$ cat src/rtl/commit_trace_fifo.sv
// Commit trace FIFO: observes the commit events of the single-cycle mips core,
// turns each register-file write or data-memory write into a trace record and
// streams the records out over a valid/ready handshake.
//
// Ports
//   clk        system clock, rising edge
//   reset      asynchronous active-low reset
//   clr        synchronous flush of FIFO contents, flags and drop counter
//   pc         PC of the instruction committing this cycle
//   reg_we     register write this cycle
//   reg_addr   destination register
//   reg_data   write-back data
//   mem_we     data-memory write this cycle
//   mem_addr   memory byte address
//   mem_data   store data
//   out_valid  record available (first-word-fall-through)
//   out_ready  consumer accepts the current record
//   out_type   01 = register record, 10 = memory record
//   out_pc     record PC
//   out_addr   {27'b0, reg_addr} or mem_addr
//   out_data   reg_data or mem_data
//   level      entries currently stored, 0..DEPTH
//   overflow   sticky: an event was lost because the FIFO was full
//   conflict   sticky: reg_we and mem_we were high in the same cycle
//   drop_cnt   saturating count of lost events
module commit_trace_fifo #(
    parameter int DEPTH = 16,
    parameter int AW    = 4,
    parameter int CNT_W = 16
) (
    input  logic             clk,
    input  logic             reset,
    input  logic             clr,
    input  logic [31:0]      pc,
    input  logic             reg_we,
    input  logic [4:0]       reg_addr,
    input  logic [31:0]      reg_data,
    input  logic             mem_we,
    input  logic [31:0]      mem_addr,
    input  logic [31:0]      mem_data,
    output logic             out_valid,
    input  logic             out_ready,
    output logic [1:0]       out_type,
    output logic [31:0]      out_pc,
    output logic [31:0]      out_addr,
    output logic [31:0]      out_data,
    output logic [AW:0]      level,
    output logic             overflow,
    output logic             conflict,
    output logic [CNT_W-1:0] drop_cnt
);

    localparam logic [AW:0]      LP_FULL    = (AW+1)'(DEPTH);
    localparam logic [CNT_W-1:0] LP_CNT_MAX = {CNT_W{1'b1}};

    // Record storage; contents are only meaningful below level, so no reset.
    logic [1:0]  r_mem_type [DEPTH];
    logic [31:0] r_mem_pc   [DEPTH];
    logic [31:0] r_mem_addr [DEPTH];
    logic [31:0] r_mem_data [DEPTH];

    logic [AW-1:0]    r_wptr;
    logic [AW-1:0]    r_rptr;
    logic [AW:0]      r_level;
    logic             r_overflow;
    logic             r_conflict;
    logic [CNT_W-1:0] r_drop_cnt;

    logic        w_reg_ev;
    logic        w_push_req;
    logic        w_pop;
    logic        w_full;
    logic        w_push;
    logic        w_ovf_drop;
    logic        w_conf_drop;
    logic        w_drop;
    logic [1:0]  w_rec_type;
    logic [31:0] w_rec_addr;
    logic [31:0] w_rec_data;

    // A write to $0 is architecturally void and never becomes an event.
    assign w_reg_ev    = reg_we && (reg_addr != 5'd0);
    assign w_push_req  = w_reg_ev || mem_we;
    assign w_pop       = out_valid && out_ready;
    assign w_full      = (r_level == LP_FULL);
    // When full, a same-cycle pop frees the slot the push needs.
    assign w_push      = w_push_req && (!w_full || w_pop);
    assign w_ovf_drop  = w_push_req && w_full && !w_pop;
    // The memory event loses only when the register event actually qualifies.
    assign w_conf_drop = w_reg_ev && mem_we;
    // Both drop causes in one cycle still count as a single lost-event step.
    assign w_drop      = w_ovf_drop || w_conf_drop;

    assign w_rec_type = w_reg_ev ? 2'b01 : 2'b10;
    assign w_rec_addr = w_reg_ev ? {27'b0, reg_addr} : mem_addr;
    assign w_rec_data = w_reg_ev ? reg_data : mem_data;

    always_ff @(posedge clk) begin
        if (!clr && w_push) begin
            r_mem_type[r_wptr] <= w_rec_type;
            r_mem_pc[r_wptr]   <= pc;
            r_mem_addr[r_wptr] <= w_rec_addr;
            r_mem_data[r_wptr] <= w_rec_data;
        end
    end

    always_ff @(posedge clk or negedge reset) begin
        if (!reset) begin
            r_wptr     <= '0;
            r_rptr     <= '0;
            r_level    <= '0;
            r_overflow <= 1'b0;
            r_conflict <= 1'b0;
            r_drop_cnt <= '0;
        end else if (clr) begin
            r_wptr     <= '0;
            r_rptr     <= '0;
            r_level    <= '0;
            r_overflow <= 1'b0;
            r_conflict <= 1'b0;
            r_drop_cnt <= '0;
        end else begin
            if (w_push) r_wptr <= r_wptr + 1'b1;
            if (w_pop)  r_rptr <= r_rptr + 1'b1;
            case ({w_push, w_pop})
                2'b10:   r_level <= r_level + 1'b1;
                2'b01:   r_level <= r_level - 1'b1;
                default: r_level <= r_level;
            endcase
            if (w_ovf_drop)       r_overflow <= 1'b1;
            if (reg_we && mem_we) r_conflict <= 1'b1;
            if (w_drop && (r_drop_cnt != LP_CNT_MAX))
                r_drop_cnt <= r_drop_cnt + 1'b1;
        end
    end

    // Output fields are gated to zero while empty, which also makes them
    // follow an asynchronous reset immediately.
    assign out_valid = (r_level != '0);
    assign out_type  = out_valid ? r_mem_type[r_rptr] : 2'b00;
    assign out_pc    = out_valid ? r_mem_pc[r_rptr]   : 32'd0;
    assign out_addr  = out_valid ? r_mem_addr[r_rptr] : 32'd0;
    assign out_data  = out_valid ? r_mem_data[r_rptr] : 32'd0;
    assign level     = r_level;
    assign overflow  = r_overflow;
    assign conflict  = r_conflict;
    assign drop_cnt  = r_drop_cnt;

endmodule

$ cat config.mk
export PLATFORM = sky130hd
export DESIGN_NAME = commit_trace_fifo
export DESIGN_NICKNAME = d
export VERILOG_FILES = /design/src/rtl/commit_trace_fifo.sv
export SDC_FILE = /design/constraint.sdc
export NUM_CORES = 1
export LEC_CHECK = 0
export BUFFER_PORTS_ARGS = -buffer_cell sky130_fd_sc_hd__buf_4
export CAP_MARGIN = 0
export CORE_ASPECT_RATIO = 2
export CORE_MARGIN = 2
export CORE_UTILIZATION = 35
export CTS_CLUSTER_SIZE = 20
export DETAILED_ROUTE_END_ITERATION = 8
export GPL_TIMING_DRIVEN = 0
export PLACE_DENSITY = 0.52
export SYNTH_ARGS = -nofsm -noshare
export SYNTH_HDL_FRONTEND = slang
export SYNTH_SLANG_ARGS = --single-unit
$ cat constraint.sdc
create_clock -name clk -period 11.67 [get_ports clk]
set_input_delay 2.334 -clock clk [delete_from_list [all_inputs] [get_ports clk]]
set_output_delay 2.334 -clock clk [all_outputs]
set_load 0.005 [all_outputs]
# == Word level (Yosys, flattened, before mapping) ==
# Memory sizes are Yosys's and may differ from the RTL's.
# Index checks and enable logic that the tools add are counted.
# word_totals
regBits,31
memories,4
ramBits,1568
word_cells,63
output_inout_bits,122
inputBits,139
# mem_list
memory,depth,word_bits,read_ports,rd_ports_with_merged_regs,wr,line_no,text
r_mem_addr,16,32,1,0,1,59,logic [31:0] r_mem_addr [DEPTH];
r_mem_data,16,32,1,0,1,60,logic [31:0] r_mem_data [DEPTH];
r_mem_pc,16,32,1,0,1,58,logic [31:0] r_mem_pc [DEPTH];
r_mem_type,16,2,1,0,1,57,logic [1:0] r_mem_type [DEPTH];
# classes
n_reduce_logical,23
mux,21
n_eq_ne,4
n_addsub,5
# ops
op,n
two-way mux 32 bit,5
two-way mux 16 bit,2
"adder 16 x 1 -> 16 bit, second input constant",1
two-way mux 4 bit,4
"inequality test 16 bit, second input constant",1
one-hot mux 5 bit (2 select lines),1
nonzero test 2 bit,5
nonzero test 5 bit,2
logical AND 1 bit,9
"adder 4 x 1 -> 4 bit, second input constant",2
two-way mux 1 bit,6
"adder 5 x 1 -> 5 bit, second input constant",1
"== test 5 bit, second input constant",1
two-way mux 5 bit,1
"subtractor 5 x 1 -> 5 bit, second input constant",1
two-way mux 2 bit,2
zero test 1 bit,3
logical OR 1 bit,3
nonzero test 3 bit,1
"== test 2 x 1 -> 1 bit, second input constant",1
"== test 2 bit, second input constant",1

# == Depth between registers and ports, before layout ==
# Gate-level depths: netlist (run 1).
# logic_depth
depth_word,9
ltp_mapped,10
ltp_nobuf,9

# == Worst setup path before layout (run 1) ==
# OpenSTA, ideal clock, no wires.
# synth_timing
path_kind,input to register
startpoint,input port reg_we
endpoint,"memory r_mem_addr[0][0], enable pin"
n_path_buf,3
path_stages,8
setup_slack_ns,0.825
arrival_time_ns,10.170
path_cell_list,buf_2 > nor2_1 > a31oi_1 > and2_0 > clkbuf_1 > nand2b_1 > clkbuf_1 > nor3_1
# synth_via
elab_chain_cells,6
# synth_rtl
item,line_no,text
"start, declared",35,"input logic reg_we,"
logical AND 1 bit,82,assign w_reg_ev = reg_we && (reg_addr != 5'd0);
logical OR 1 bit,83,assign w_push_req = w_reg_ev || mem_we;
logical AND 1 bit,87,assign w_push = w_push_req && (!w_full || w_pop);
logical AND 1 bit,99,if (!clr && w_push) begin
two-way mux 1 bit,99,
two-way mux 1 bit (implied by the code),102,r_mem_addr[r_wptr] <= w_rec_addr;
"end, declared",59,
# Every way passes these cells.

# == Worst setup path after layout (run 1) ==
# layout_timing
startpoint,register r_rptr[1]
endpoint,output port out_pc[2]
# layout_via
elab_chain_cells,2
# layout_rtl
item,line_no,text
"start, declared",63,logic [AW-1:0] r_rptr;
"start signal, assigned",124,if (w_pop) r_rptr <= r_rptr + 1'b1;
memory read (16 x 32 bit),-,
two-way mux 32 bit,141,assign out_pc = out_valid ? r_mem_pc[r_rptr] : 32'd0;
"end, declared",44,"output logic [31:0] out_pc,"
# Every way passes these cells.

==> reports/results.txt, run 1 <==
Critical Path RT: 9.34 ns
Slew @ Worst Pin: 1.31 ns
CTS Buf Count: 146
area delta synth->final: 18.6%
I/O Buffers: 259
gr ovfl total: 0
FF+latch count, synth: 1599
clock period minus worst slack: 7.03 ns
Fmax achieved: 142 MHz
core area: 176000 um^2
Synth area leaders: edfxtp_1 76%, mux4_2 18%, and2_1 1.3%, dfrtp_1 1.3%, nand2_1 0.78%
peak supply drop: 97.6 uV
hold_ws: 0.514 ns
Slew Limit Fails: 0
post-synthesis sequential area ratio: 0.774
Synth area leader: edfxtp_1
PnR worst setup slack: 4.64 ns
Initial Utilization: 0.351
largest net degree at the start of global routing: 32
Nets: 3358
global-route met1 utilization: 0.235
count of final hold-check violations: 0
WL per Instance: 29.6 um
GRT Overall Usage: 0.184
Setup crit end kind: output pin
IO Pins: 261
outcome: completed
initial antenna violation count: 11
critical path class: register to output pin
Net Switching: 3.71 mW
Worst Skew: 0.0479 ns
RSZ-0062 raised after global routing: false
CTS root buf: clkbuf_16
relative slew slack: 0.124
Final period util: 0.602
Yosys cell types: 42
clock sinks: 1599
M2 GR Usage: 0.327
PostCTS Resize Cnt: 0
Die ar.: 180000 um^2
first-pass GRT wire length: 234000 um
Max-Cap Viols: 0
ys async rst share: 0.0194
clock latency on the worst-skew pair: 0.78 ns
Critical Path AT: 4.69 ns
Vias: 29600
Clock power frac: 0.322
crit path max fanout: 10
Vias/cell: 5.28
vias in the first global route: 31600
Setup TNS: 0 ns
pre-CTS setup slack: 5.26 ns
gpl congestion: 0.732
Site Rows: 218
Switching Share: 0.264
CTS Buffer Depth: 4
Post-CTS Hold Fix Bufs: 0
final setup fails: 0
CTS tree: yes
CTS clk-pin slew, worst paths: 0.07 ns
Cell Int Power: 10.4 mW
PwrDens: 192 nW/um^2
gr busiest metal: met2
Worst setup SP type: register
DP HPWL: 112000 um
drt initial violations: 2668
die height: 598 um
post-synth net total: 2804
# Post-CTS Setup Buffers: 0
total routed wirelength: 166000 um
top-count cell post-synth: edfxtp_1
Worst Hold Class: register to register
syn_area_per_cell: 23.3 um^2
Synth top cells by count: 1568 x edfxtp_1, 490 x mux4_2, 129 x nand2_1
die width: 301 um
combinational power share: 0.217
met3 GRT Util: 0.0282
Detailed Routing Iterations Pass 1: 7
layout cells sized above 1: 0.349
Syn Inst Count: 2654
netlist area before placement: 61800 um^2
DRT antenna net count: 0
Post-synth EDFFs: 1568
H-Tree Depth: 4
fin area: 73300 um^2
static leakage: 23.1 nW
share of the synthesized area in the top cell type: 0.761
Post-DP Area: 69000 um^2
Design Power: 14.1 mW
Post-synth top flop: edfxtp_1
Syn. warnings: 0
Reg power frac: 0.460
DRC: 0
sequential cells by signal, indices dropped and copies added (netlist names):
| register | cells |
|---|---|
| overflow | 1 |
| r_mem_pc | 512 |
| conflict | 1 |
| r_rptr | 4 |
| level | 5 |
| r_wptr | 4 |
| r_mem_type | 32 |
| r_mem_addr | 512 |
| drop_cnt | 16 |
| r_mem_data | 512 |
per-layer routing:
metal | vias to the layer above | share of wire
met5 | - | 0.00051
met4 | 14 | 0.021
met3 | 207 | 0.051
met2 | 832 | 0.53
met1 | 16300 | 0.40
li1 | 12300 | -
worst max-delay path, cell delays in order, from the launching register on:
cell and delay [ns]:
dfrtp_1 0.45, clkbuf_1 0.31, clkbuf_1 1.00, clkbuf_1 0.78, mux4_2 0.44, mux4_2 0.45, and2_1 0.26, buf_4 0.18
kinds of logic (layout without fill, tap and decap cells):
group           count (synthesis)  count (layout)  synth area share
buf+inv                       148             795           0.00993
other cells                     0               2                 0
compound gates                 46              46           0.00433
xor+xnor                        9               9           0.00127
flops                        1599            1599             0.774
mux                           498             498             0.180
fa+ha+maj                      12              12           0.00253
simple gates                  342             342            0.0281
worst paths after layout:
path / from / to / cells past startpoint / slack, ns
worst max-delay path: r_rptr[1] / out_pc[2] / 7 / 4.64
worst min-delay path: conflict / conflict / 2 / 0.51
worst max register to register: level[0] / r_mem_addr[9][28] / 12 / 7.92
worst min register to register: conflict / conflict / 2 / 0.51
max in group asynchronous: reset / r_wptr[3] / 1 / 9.82
min in group asynchronous: reset / drop_cnt[5] / 1 / 1.48
placed cells by master (no fill, tap or decap), types with 7 or more instances in the layout:
| cell type | synthesis | routed |
|---|---|---|
| o21ai_0 | 12 | 12 |
| nor2_1 | 36 | 26 |
| buf_2 | 41 | 41 |
| buf_6 | 1 | 68 |
| buf_4 | 0 | 271 |
| buf_16 | 0 | 12 |
| nand2_1 | 129 | 128 |
| dfrtp_1 | 31 | 31 |
| clkbuf_16 | 0 | 149 |
| a21oi_1 | 21 | 21 |
| ha_1 | 10 | 10 |
| or3_1 | 8 | 8 |
| nor2_4 | 0 | 10 |
| and2_1 | 126 | 126 |
| or4_1 | 7 | 7 |
| clkinv_1 | 0 | 25 |
| nand3_1 | 9 | 9 |
| buf_12 | 0 | 44 |
| mux4_2 | 490 | 490 |
| buf_8 | 0 | 12 |
| clkinv_2 | 0 | 23 |
| edfxtp_1 | 1568 | 1568 |
| clkbuf_1 | 94 | 121 |
final cells by class:
class / count / area, um^2
diodes: 2 / 5.00
plain buffers: 141 / 591
clock buffers: 178 / 3840
clock inverters: 63 / 463
fillers: 15300 / 103000
inverters: 7 / 26.3
multi-input cells: 907 / 13500
flip-flops and latches: 1599 / 47900
well taps: 2310 / 2890
repair buffers: 406 / 4180
power groups by stage:
stage | sequential (mW) | combinational [mW] | clock (mW)
floorplan | 6.61 | 1.75 | 0
global placement | 6.66 | 3.11 | 0
detailed placement | 6.61 | 3.18 | 0
CTS | 6.48 | 3.19 | 4.64
global route | 6.49 | 3.30 | 4.82
finish | 6.48 | 3.06 | 4.54
through the flow:
| stage | cells | utilization |
|---|---|---|
| 3_5_place_dp | 5370 | 0.392 |
| 6_report | 5613 | 0.417 |
| 5_1_grt | 5612 | 0.417 |
| 4_1_cts | 5611 | 0.417 |
| 2_1_floorplan | 2654 | - |
| 3_3_place_gp | 5223 | 0.379 |
(Power assumes the default switching activity.)
==> run 2: changes to the inputs <==
PLACE_DENSITY = 0.54   (was 0.52)
clock period = 6.1 ns   (was 11.67 ns; I/O delays follow)
==> run 2 against run 1 <==
  * Global-route usage fell by 0.21 points
  * Routed wire length shrank 1.6%
  * Sequential share of layout area is 0.59 points lower
  * First-iteration DRC count is 9.3% lower
  * Die area stayed put
  * Via count fell by 1.4%
  * Cell count decreased by 0.37%
  * Total power increased by 94%
  * Critical path type unchanged
  * Highest routed layer unchanged
==> reports/results.txt, run 2 (synthesis gave the netlist of run 1 again) <==
outcome: completed
clock sinks: 1599 (unchanged)
gr ovfl total: 0 (unchanged)
DP HPWL: 110000 um (-1.8%)
CTS clk-pin slew, worst paths: 0.07 ns (about the same)
PwrDens: 370 nW/um^2 (+93%)
CTS Buffer Depth: 4 (unchanged)
fin area: 74000 um^2 (+0.91%)
clock period minus worst slack: 5.93 ns
largest registers: r_mem_addr (512), r_mem_data (512), r_mem_pc (512)
gpl congestion: 0.733 (+0.19%)
peak supply drop: 202 uV (+110%)
commonest non-fill, non-tap cells in the layout: 1568 x edfxtp_1, 490 x mux4_2, 259 x buf_4
initial antenna violation count: 13 (+2)
relative slew slack: 0.0677 (-0.0564)
# Post-CTS Setup Buffers: 0 (unchanged)
layout cells sized above 1: 0.345 (-0.00385)
Slew Limit Fails: 0 (unchanged)
combinational power share: 0.214 (-0.003)
Site Rows: 218 (unchanged)
Final period util: 0.971
Post-CTS Hold Fix Bufs: 0 (unchanged)
Cell Int Power: 20.3 mW (+95%)
DRT antenna net count: 0 (unchanged)
worst r2r src: level[0]
Nets: 3323 (-1.0%)
Switching Share: 0.260 (-0.00385)
hold_ws: 0.362 ns (-0.152 ns)
r2r setup slk: 2.26 ns (-5.66 ns)
clock latency on the worst-skew pair: 0.80 ns (+0.02 ns)
Detailed Routing Iterations Pass 1: 5 (-2)
commonest non-fill, non-tap cell in the layout: edfxtp_1
count of final hold-check violations: 0 (unchanged)
drt initial violations: 2419 (-9.3%)
Slew @ Worst Pin: 1.40 ns (+0.0812 ns)
Fmax achieved: 169 MHz
final setup fails: 0 (unchanged)
Worst Hold Class: primary input to async pin
WL per Instance: 29.2 um (-1.2%)
RSZ-0062 raised after global routing: false
Vias/cell: 5.22 (-1.0%)
Initial Utilization: 0.351 (unchanged)
pre-CTS setup slack: 0.936 ns (-4.33 ns)
H-Tree Depth: 4 (unchanged)
Die ar.: 180000 um^2 (unchanged)
first-pass GRT wire length: 231000 um (-1.2%)
area delta synth->final: 19.7%
critical path class: register to output pin
Critical Path RT: 4.88 ns (-4.46 ns)
Clock power frac: 0.333 (+0.011)
total routed wirelength: 163000 um (-1.6%)
core area: 176000 um^2 (unchanged)
CTS root buf: clkbuf_16
RR Endpoint: r_mem_addr[0][9]
DRC: 0 (unchanged)
worst reg2reg path depth: 12 (unchanged)
I/O Buffers: 259 (unchanged)
PnR worst setup slack: 0.174 ns (-4.47 ns)
Setup crit end kind: output pin
IO Pins: 261 (unchanged)
crit path max fanout: 10 (unchanged)
Vias: 29200 (-1.4%)
die height: 598 um (unchanged)
largest net degree at the start of global routing: 32 (unchanged)
CTS tree: yes
Critical Path AT: 4.71 ns (+0.02 ns)
Max-Cap Viols: 0 (unchanged)
Post-DP Area: 69400 um^2 (+0.53%)
CTS Buf Count: 145 (-0.68%)
Worst Skew: 0.0315 ns (-0.0165 ns)
Setup TNS: 0 ns (unchanged)
die width: 301 um (unchanged)
Net Switching: 7.11 mW (+92%)
GRT Overall Usage: 0.182 (-0.00207)
PostCTS Resize Cnt: 0 (unchanged)
Worst setup SP type: register
Reg power frac: 0.453 (-0.007)
vias in the first global route: 31600 (+0.12%)
static leakage: 23.2 nW (+0.67%)
## run 2: area by class of cell
cell class	instances	area, um^2
fillers	15200	102000
flip-flops and latches	1599	47900
multi-input cells	907	13500
repair buffers	372	4520
clock buffers	172	3810
well taps	2310	2890
clock inverters	79	778
plain buffers	141	591
inverters	7	26.3
diodes	5	12.5
## run 2: metal layers
layer  vias to the layer above  track usage  wire [um]
met2                       812        0.321      85900
met5                         -            0         71
li1                      12200            -          -
met3                       237       0.0286       7680
met4                        12       0.0550       4560
met1                     15900        0.229      65200
## run 2: worst max path at each step
stage	slack, ns	start	depth (start not counted)	endpoint
finish	0.17	r_rptr[1]	7	out_data[27]
global route	0.1	r_rptr[1]	7	out_data[0]
CTS	0.19	r_rptr[1]	7	out_data[27]
detailed placement	0.94	reg_we	13	r_mem_addr[0][11]
global placement	-8.07	reg_we	7	r_mem_addr[14][16]
floorplan	-0.94	reg_we	8	r_mem_addr[10][0]
## run 2: power by group through the flow
| stage | Clock, mW | Sequential (mW) | Combinational (mW) |
|---|---|---|---|
| floorplan | 0 | 12.6 | 3.34 |
| detailed placement | 0 | 12.6 | 6.07 |
| finish | 9.11 | 12.4 | 5.86 |
| global placement | 0 | 12.7 | 5.91 |
| CTS | 9.31 | 12.4 | 6.08 |
| global route | 9.68 | 12.4 | 6.31 |
## run 2: worst max-delay path: stages (launching register included)
cell and delay (ns):
dfrtp_1 0.37, clkbuf_1 0.38, clkbuf_1 0.98, clkbuf_1 0.84
mux4_2 0.42, mux4_2 0.57, and2_1 0.20, buf_4 0.13
## run 2: metrics by stage
step,cells,total power [mW],utilization
floorplan,2654,16.0,-
global route,5588,28.4,0.421
finish,5592,27.4,0.421
global placement,5223,18.6,0.379
CTS,5587,27.8,0.421
detailed placement,5336,18.7,0.394
